**config.mk**
```make
export PLATFORM = sky130hd
export DESIGN_NAME = one_hot_rr_arbiter
export DESIGN_NICKNAME = d
export VERILOG_FILES = /design/src/rtl/one_hot_arb_pkg.sv /design/src/rtl/rr_pick.sv /design/src/rtl/one_hot_rr_arbiter.sv
export SDC_FILE = /design/constraint.sdc
export NUM_CORES = 1
export LEC_CHECK = 0
export ABC_AREA = 0
export CORE_MARGIN = 10
export CORE_UTILIZATION = 25
export CTS_CLUSTER_DIAMETER = 60
export DETAILED_ROUTE_END_ITERATION = 8
export PLACE_DENSITY = 0.43
export SYNTH_ARGS = -nofsm -noshare
export SYNTH_HDL_FRONTEND = slang
export SYNTH_SLANG_ARGS = --single-unit
export TNS_END_PERCENT = 10
```
**constraint.sdc**
```tcl
create_clock -name clk -period 5.7 [get_ports clk]
set_input_delay 1.14 -clock clk [delete_from_list [all_inputs] [get_ports clk]]
set_output_delay 1.14 -clock clk [all_outputs]
set_load 0.05 [all_outputs]
```
**src/rtl/one_hot_arb_pkg.sv**
```systemverilog
// Shared types and helpers for the one-hot round-robin arbiter.
// Holds the FSM state encoding, default sizing and the one-hot rotate helper.
package one_hot_arb_pkg;

    typedef enum logic {
        IDLE  = 1'b0,
        GRANT = 1'b1
    } state_t;

    localparam int N_REQ_DEF    = 4;
    localparam int MAX_HOLD_DEF = 4;
    localparam int MAX_W        = 64;

    // Rotates the low n bits of v left by one, wrapping bit n-1 into bit 0.
    function automatic logic [MAX_W-1:0] rotl1(input logic [MAX_W-1:0] v, input int n);
        logic [MAX_W-1:0] r;
        r = '0;
        for (int i = 0; i < MAX_W; i++) begin
            if (i < n) r[(i + 1) % n] = v[i];
        end
        return r;
    endfunction

endpackage

```
**src/rtl/rr_pick.sv**
```systemverilog
// Circular first-set search over req starting at the one-hot start position (inclusive).
// Latency: combinational; backpressure: none.
module rr_pick
    import one_hot_arb_pkg::*;
#(
    parameter int N_REQ = N_REQ_DEF
) (
    input  logic [N_REQ-1:0] req,
    input  logic [N_REQ-1:0] start,
    output logic [N_REQ-1:0] pick,
    output logic             any
);

    logic [2*N_REQ-1:0] dbl;
    logic [2*N_REQ-1:0] below;
    logic [2*N_REQ-1:0] masked;
    logic [2*N_REQ-1:0] lowest;

    // Upper copy supplies the wrapped-around candidates once the lower copy is masked off.
    assign dbl    = {req, req};
    assign below  = {{N_REQ{1'b0}}, start} - (2*N_REQ)'(1);
    assign masked = dbl & ~below;
    assign lowest = masked & (~masked + (2*N_REQ)'(1));
    assign pick   = lowest[N_REQ-1:0] | lowest[2*N_REQ-1:N_REQ];
    assign any    = |req;

endmodule

```
**src/rtl/one_hot_rr_arbiter.sv**
```systemverilog
// Round-robin arbiter: registered one-hot grant with bounded hold, rotating priority pointer.
// Latency: req in cycle t -> grant in t+1; backpressure: requesters hold req until granted.
module one_hot_rr_arbiter
    import one_hot_arb_pkg::*;
#(
    parameter int N_REQ    = N_REQ_DEF,
    parameter int MAX_HOLD = MAX_HOLD_DEF,
    parameter int IDW      = $clog2(N_REQ)
) (
    input  logic             clk,
    input  logic             reset,
    input  logic [N_REQ-1:0] req,
    output logic [N_REQ-1:0] grant,
    output logic [IDW-1:0]   grant_id,
    output logic             valid
);

    localparam int HCW = $clog2(MAX_HOLD + 1);

    state_t           state, state_nxt;
    logic [N_REQ-1:0] ptr, ptr_nxt;
    logic [HCW-1:0]   hold_cnt, hold_nxt;
    logic [N_REQ-1:0] grant_nxt;
    logic [IDW-1:0]   id_nxt;
    logic [N_REQ-1:0] owner_next_pos;
    logic [N_REQ-1:0] start;
    logic [N_REQ-1:0] pick;
    logic             any;
    logic             rel;

    assign owner_next_pos = N_REQ'(rotl1(MAX_W'(grant), N_REQ));
    assign start          = (state == GRANT) ? owner_next_pos : ptr;

    rr_pick #(.N_REQ(N_REQ)) u_pick (
        .req   (req),
        .start (start),
        .pick  (pick),
        .any   (any)
    );

    assign rel = ~(|(req & grant)) || (hold_cnt == HCW'(MAX_HOLD - 1));

    always_comb begin
        state_nxt = state;
        ptr_nxt   = ptr;
        hold_nxt  = hold_cnt;
        grant_nxt = grant;
        case (state)
            IDLE: begin
                if (any) begin
                    grant_nxt = pick;
                    hold_nxt  = '0;
                    state_nxt = GRANT;
                end
            end
            GRANT: begin
                if (!rel) begin
                    hold_nxt = hold_cnt + HCW'(1);
                end else begin
                    // Owner sits last in the search, so it only keeps the grant when nobody else waits.
                    ptr_nxt  = owner_next_pos;
                    hold_nxt = '0;
                    if (any) begin
                        grant_nxt = pick;
                    end else begin
                        grant_nxt = '0;
                        state_nxt = IDLE;
                    end
                end
            end
            default: begin
                state_nxt = IDLE;
                grant_nxt = '0;
            end
        endcase
    end

    always_comb begin
        id_nxt = '0;
        for (int i = 0; i < N_REQ; i++) begin
            if (grant_nxt[i]) id_nxt = IDW'(i);
        end
    end

    always_ff @(posedge clk) begin
        if (reset) begin
            state    <= IDLE;
            ptr      <= N_REQ'(1);
            hold_cnt <= '0;
            grant    <= '0;
            grant_id <= '0;
            valid    <= 1'b0;
        end else begin
            state    <= state_nxt;
            ptr      <= ptr_nxt;
            hold_cnt <= hold_nxt;
            grant    <= grant_nxt;
            grant_id <= id_nxt;
            valid    <= |grant_nxt;
        end
    end

endmodule

```
==> results of run 1 <==
## flip-flops by register name, summed over array words and instances, names as in the netlist
name / flops
grant_id: 2
valid: 1
ptr: 4
state: 1
hold_cnt: 3
grant: 4
## cell families after synthesis
family / count (synthesis) / share of synthesized area
compound gates: 26 / 0.225
flops: 15 / 0.363
buf+inv: 10 / 0.0544
simple gates: 35 / 0.205
xor+xnor: 2 / 0.0212
fa+ha+maj: 3 / 0.0453
mux: 7 / 0.0861
## per-layer routing
layer,vias to the layer above,wire (um)
li1,375,-
met1,328,962
met2,12,911
met3,2,111
met4,0,21
met5,-,0
## per-stage QoR
stage | std cells | area [sq um]
after floorplan | 98 | 828
after global placement | 152 | 988
after detailed placement | 152 | 988
after CTS | 156 | 1010
after global routing | 156 | 1010
final | 156 | 1010
## worst max-delay path, delay by kind of cell
kind | cells | cell delay (ns)
buffers and inverters | 1 | 0.52
AO/OA/AOI/OAI | 5 | 1.14
AND/OR/NAND/NOR | 2 | 0.34
## power breakdown
| group | total [mW] | switching (mW) | internal, mW |
|---|---|---|---|
| registers | 0.128 | 0.0125 | 0.115 |
| clock network | 0.0570 | 0.0299 | 0.0271 |
| logic | 0.114 | 0.0691 | 0.0446 |
| total | 0.299 | 0.112 | 0.187 |
## layout by cell type (no fill, tap or decap)
cell             count
a21boi_2             1
o31ai_1              1
a22o_2               1
mux2i_1              6
nor3b_1              2
a22o_1               2
nor2b_1              2
nor4b_1              1
o21ai_1              1
nor2_1              17
o211ai_1             1
mux2_2               1
o2bb2ai_1            1
dfxtp_1             15
ha_1                 3
o211ai_4             1
nand2_2              1
clkdlybuf4s50_1     12
o21bai_1             1
or2_1                1
clkbuf_4             3
a21oi_1              8
a32oi_1              1
and3_2               1
o21ai_0              3
a31oi_1              3
nand2_1              4
inv_1                8
xnor2_1              2
nand2b_1             2
clkbuf_1             1
nor3_1               2
nor4_1               2
a21o_1               1
## cell type report
| cell class | instances | area (sq um) | area share |
|---|---|---|---|
| clock buffers | 4 | 26.3 | 0.0259 |
| inverters | 8 | 30.0 | 0.0296 |
| flip-flops and latches | 15 | 300 | 0.296 |
| multi-input cells | 73 | 483 | 0.476 |
| well taps | 44 | 55.1 | 0.0543 |
| repair buffers | 12 | 120 | 0.118 |
## worst paths after layout
check	to	slack [ns]	cells after the start
worst max-delay path	valid$_SDFF_PP0_	2.70	8
worst min-delay path	hold_cnt[2]$_SDFFE_PP0P_	0.49	2
worst max register to register	valid$_SDFF_PP0_	3.10	9
worst min register to register	hold_cnt[2]$_SDFFE_PP0P_	0.49	2
==> metrics.yaml, run 1 <==
ys_seq_area_frac: 0.363
fin_nets: 122
track_usage: 0.0695
start_util: 0.267
timing_max_transition_violations_final: 0
gp_congestion: 0.810
drt_iter0_markers: 32
drive_gt1_frac: 0.0804
drcViolationCount: 0
fin_tns_setup_ns: 0
max_freq_mhz: 334
maxSlewHeadroom: 0.631
synth_top_area_cell: "dfxtp_1"
ctsRootBufferMaster: "clkbuf_4"
h-tree-depth: 1
tritoncts: "done"
startpoint: "req[0]"
avgSynthCellArea_sq_um: 8.45
grtUsageMet1: 0.0889
die_w_um: 77.6
fillers: 363
rows: 20
period_minus_slack_ns: 3.00
cts_setup_buffers: 0
min_from: "hold_cnt[2]$_SDFFE_PP0P_"
clkLatencyLatePin_ns: 0.27
core_area_sq_um: 3100
clockBufferDepth: 2
arrival_ns: 3.14
io_pins: 13
start_kind: "primary input"
clkSinkCount: 15
yosysMostFrequentCell: "nor2_1"
crit_required_ns: 5.84
endpoint_kind: "register"
crit_path_frequent_cell: "a31oi_1"
fin_util: 0.327
synth_edf_count: 0
async_reset_ff_frac: 0
synth_area_leaders: "dfxtp_1 36%, nor2_1 7.7%, mux2i_1 7.3%"
fin_ws_ns: 2.70
place_ws_ns: 2.46
critPathKind: "in2reg"
ant_nets: 0
vdd.ir_drop.worst_mv: 0.120
cp_max_fo: 8
use_met2: 0.103
vias: 717
leakagePower_nw: 0.397
wl_um: 2010
rr_startpoint: "state$_SDFF_PP0_"
outcome: "completed"
drt_first_pass_iters: 4
p_total_mw: 0.299
slowest_stage: "clkdlybuf4s50_1"
syn_nets: 107
num_antenna_cells: 0
hp-class: "reg2reg"
cts_made_buffers: 3
netlist_area_sq_um: 828
ctsHoldBuffers: 0
grt_overflow_total: 0
maxCapViolCount: 0
power_density_nw_per_um2: 294
finalSetupViolCount: 0
die_h_um: 77.6
clkTransAtPathRegs_ns: 0.08
grt_pass1_vias: 695
grt_pass1_wl_um: 3420
via_per_inst: 4.60
fin_crit_sh: 0.526
ys_ff_latch: 15
area_growth_syn_to_layout_pct: 22.5
netlist_instances: 98
synth_warnings: 0
hold-worst-slack_ns: 0.494
cp_cell_sequence: "clkdlybuf4s50_1 > a22o_1 > o211ai_4 > nand2_2 > o2bb2ai_1 > a31oi_1 > nor2b_1 > a31oi_1"
hold_violations: 0
synth_cell_types: 33
yosysTopAreaCellShare: 0.363
synth_commonest_cells: "17 x nor2_1, 15 x dfxtp_1, 8 x a21oi_1, 8 x inv_1, 6 x mux2i_1"
ctsResizeCount: 0
use_met3: 0.0288
grt_antenna_before_repair: 0
clock_skew_ns: 0.000435
top_usage_layer: "met2"
io_buffers: 12
critical_path.max_stage_delay_ns: 0.52
wl_per_cell_um: 12.9
dp_hpwl_um: 1550
synth_top_flop_cell: "dfxtp_1"
grt_max_degree: 16
tightest_slew_ns: 0.553
die_area_sq_um: 6020
rsz0062_at_grt: "no"
Note: power is estimated with default switching activity, not from simulation.
==> run 2: changes to the inputs <==
==> constraint.sdc (replaced) <==
create_clock -name clk -period 3 [get_ports clk]
set_input_delay 0.6 -clock clk [delete_from_list [all_inputs] [get_ports clk]]
set_output_delay 0.6 -clock clk [all_outputs]
set_load 0.05 [all_outputs]
==> run 2 against run 1 <==
Compared with the run above:
- sequential share of layout area is 0.47 points lower
- register-to-register slack worse by 2.5 ns
- non-clock buffer count is 2 higher
- wire length is 2.8% higher
- final area is 1.6% higher
- global-route usage hardly changed
- clock skew is 0.0072 ns higher
- combinational power is 91% higher
- largest power group unchanged
- critical endpoint unchanged
- clock-buffer cell count is 1 lower
- die area stayed put
- flip-flop and latch count stayed put
==> metrics.yaml, run 2 (synthesized netlist as in run 1, its figures left out) <==
critPathKind: "in2reg"  # unchanged
via_per_inst: 4.58  # was 4.60
endpoint_kind: "register"  # unchanged
fin_nets: 124  # was 122
rows: 20  # unchanged
wl_um: 2060  # was 2010 um
hold-worst-slack_ns: 0.499  # was 0.494 ns
cp_max_fo: 8  # unchanged
grt_pass1_vias: 679  # was 695
maxSlewHeadroom: 0.646  # was 0.631
fillers: 358  # was 363
wl_per_cell_um: 13.0  # was 12.9 um
die_w_um: 77.6  # unchanged
vias: 724  # was 717
drt_first_pass_iters: 5  # was 4
die_h_um: 77.6  # unchanged
largestRegisters: "grant x4, ptr x4, hold_cnt x3"  # unchanged
core_area_sq_um: 3100  # unchanged
clkTransAtPathRegs_ns: 0.08  # about the same
drive_gt1_frac: 0.105  # was 0.0804
finalSetupViolCount: 0  # unchanged
track_usage: 0.0694  # was 0.0695
power_density_nw_per_um2: 554  # was 294 nW/um^2
timing_max_transition_violations_final: 0  # unchanged
vdd.ir_drop.worst_mv: 0.260  # was 0.120 mV
outcome: "completed"  # unchanged
leakagePower_nw: 0.410  # was 0.397 nW
fin_crit_sh: 0.824
ctsRootBufferMaster: "clkbuf_4"  # unchanged
min_from: "hold_cnt[2]$_SDFFE_PP0P_"  # unchanged
ctsHoldBuffers: 0  # unchanged
drcViolationCount: 0  # unchanged
grt_antenna_before_repair: 0  # unchanged
tritoncts: "done"  # unchanged
crit_required_ns: 3.14  # was 5.84 ns
tightest_slew_ns: 0.529  # was 0.553 ns
p_total_mw: 0.571  # was 0.299 mW
cts_made_buffers: 3  # unchanged
final_common_cell: "nor2_1"  # unchanged
start_kind: "primary input"  # unchanged
gp_congestion: 0.808  # was 0.810
ant_nets: 0  # unchanged
grt_overflow_total: 0  # unchanged
rr_startpoint: "state$_SDFF_PP0_"  # unchanged
fin_tns_setup_ns: 0  # unchanged
fin_util: 0.332  # was 0.327
dp_hpwl_um: 1570  # was 1550 um
arrival_ns: 2.61  # was 3.14 ns
period_minus_slack_ns: 2.47
clkSinkCount: 15  # unchanged
startpoint: "req[0]"  # unchanged
placed_area_sq_um: 1000  # was 988 sq um
fin_area_sq_um: 1030  # was 1010 sq um
maxCapViolCount: 0  # unchanged
grt_max_degree: 16  # unchanged
hold_violations: 0  # unchanged
io_pins: 13  # unchanged
hp-class: "reg2reg"  # unchanged
io_buffers: 12  # unchanged
clkLatencyLatePin_ns: 0.28  # was 0.27 ns
ctsResizeCount: 0  # unchanged
area_growth_syn_to_layout_pct: 24.5  # was 22.5%
clockBufferDepth: 2  # unchanged
die_area_sq_um: 6020  # unchanged
num_antenna_cells: 0  # unchanged
clock_skew_ns: 0.00759  # was 0.000435 ns
final_cell_mix: "17 x nor2_1, 15 x dfxtp_1, 12 x clkdlybuf4s50_1"  # unchanged
grt_pass1_wl_um: 3390  # was 3420 um
drt_iter0_markers: 32  # unchanged
h-tree-depth: 1  # unchanged
rsz0062_at_grt: "no"  # unchanged
cts_setup_buffers: 0  # unchanged
max_freq_mhz: 405
start_util: 0.267  # unchanged
==> run 2: metal layers <==
| layer | track usage | share of wire |
|---|---|---|
| met3 | 0.0323 | 0.056 |
| met4 | 0.0219 | 0.0068 |
| met1 | 0.0868 | 0.47 |
| met5 | 0 | 0 |
| met2 | 0.103 | 0.46 |
==> run 2: cell type report <==
type / instances / area (sq um) / area share
clock buffer: 3 / 22.5 / 0.0218
inverter: 8 / 30.0 / 0.0291
multi-input combinational: 73 / 483 / 0.468
timing repair buffer: 14 / 135 / 0.131
sequential: 15 / 300 / 0.291
tap: 44 / 55.1 / 0.0534
clock inverter: 1 / 5.00 / 0.00485
==> run 2: path summary, 6_finish.rpt <==
| check | to | slack (ns) | cells after the start |
|---|---|---|---|
| min | hold_cnt[2]$_SDFFE_PP0P_ | 0.50 | 2 |
| min reg2reg | hold_cnt[2]$_SDFFE_PP0P_ | 0.50 | 2 |
| max | valid$_SDFF_PP0_ | 0.53 | 8 |
| max reg2reg | valid$_SDFF_PP0_ | 0.59 | 9 |
==> run 2: power breakdown <==
group	internal [mW]	switching, mW	total, mW
Combinational	0.0861	0.132	0.218
Sequential	0.219	0.0215	0.241
Clock	0.0494	0.0626	0.112
Total	0.355	0.216	0.571
==> run 2: stage by stage <==
stage               worst slack (ns)  cells
detailed placement             0.276    154
global placement               0.276    154
floorplan                      0.738     98
CTS                            0.558    158
finish                         0.528    158
global route                   0.379    158
==> run 2: critical path, stage by stage <==
cell,delay [ns]
clkdlybuf4s50_1,0.52
a22o_1,0.32
o211ai_4,0.31
nand2_2,0.12
o2bb2ai_1,0.14
a31oi_1,0.24
nor2b_1,0.25
a31oi_1,0.12
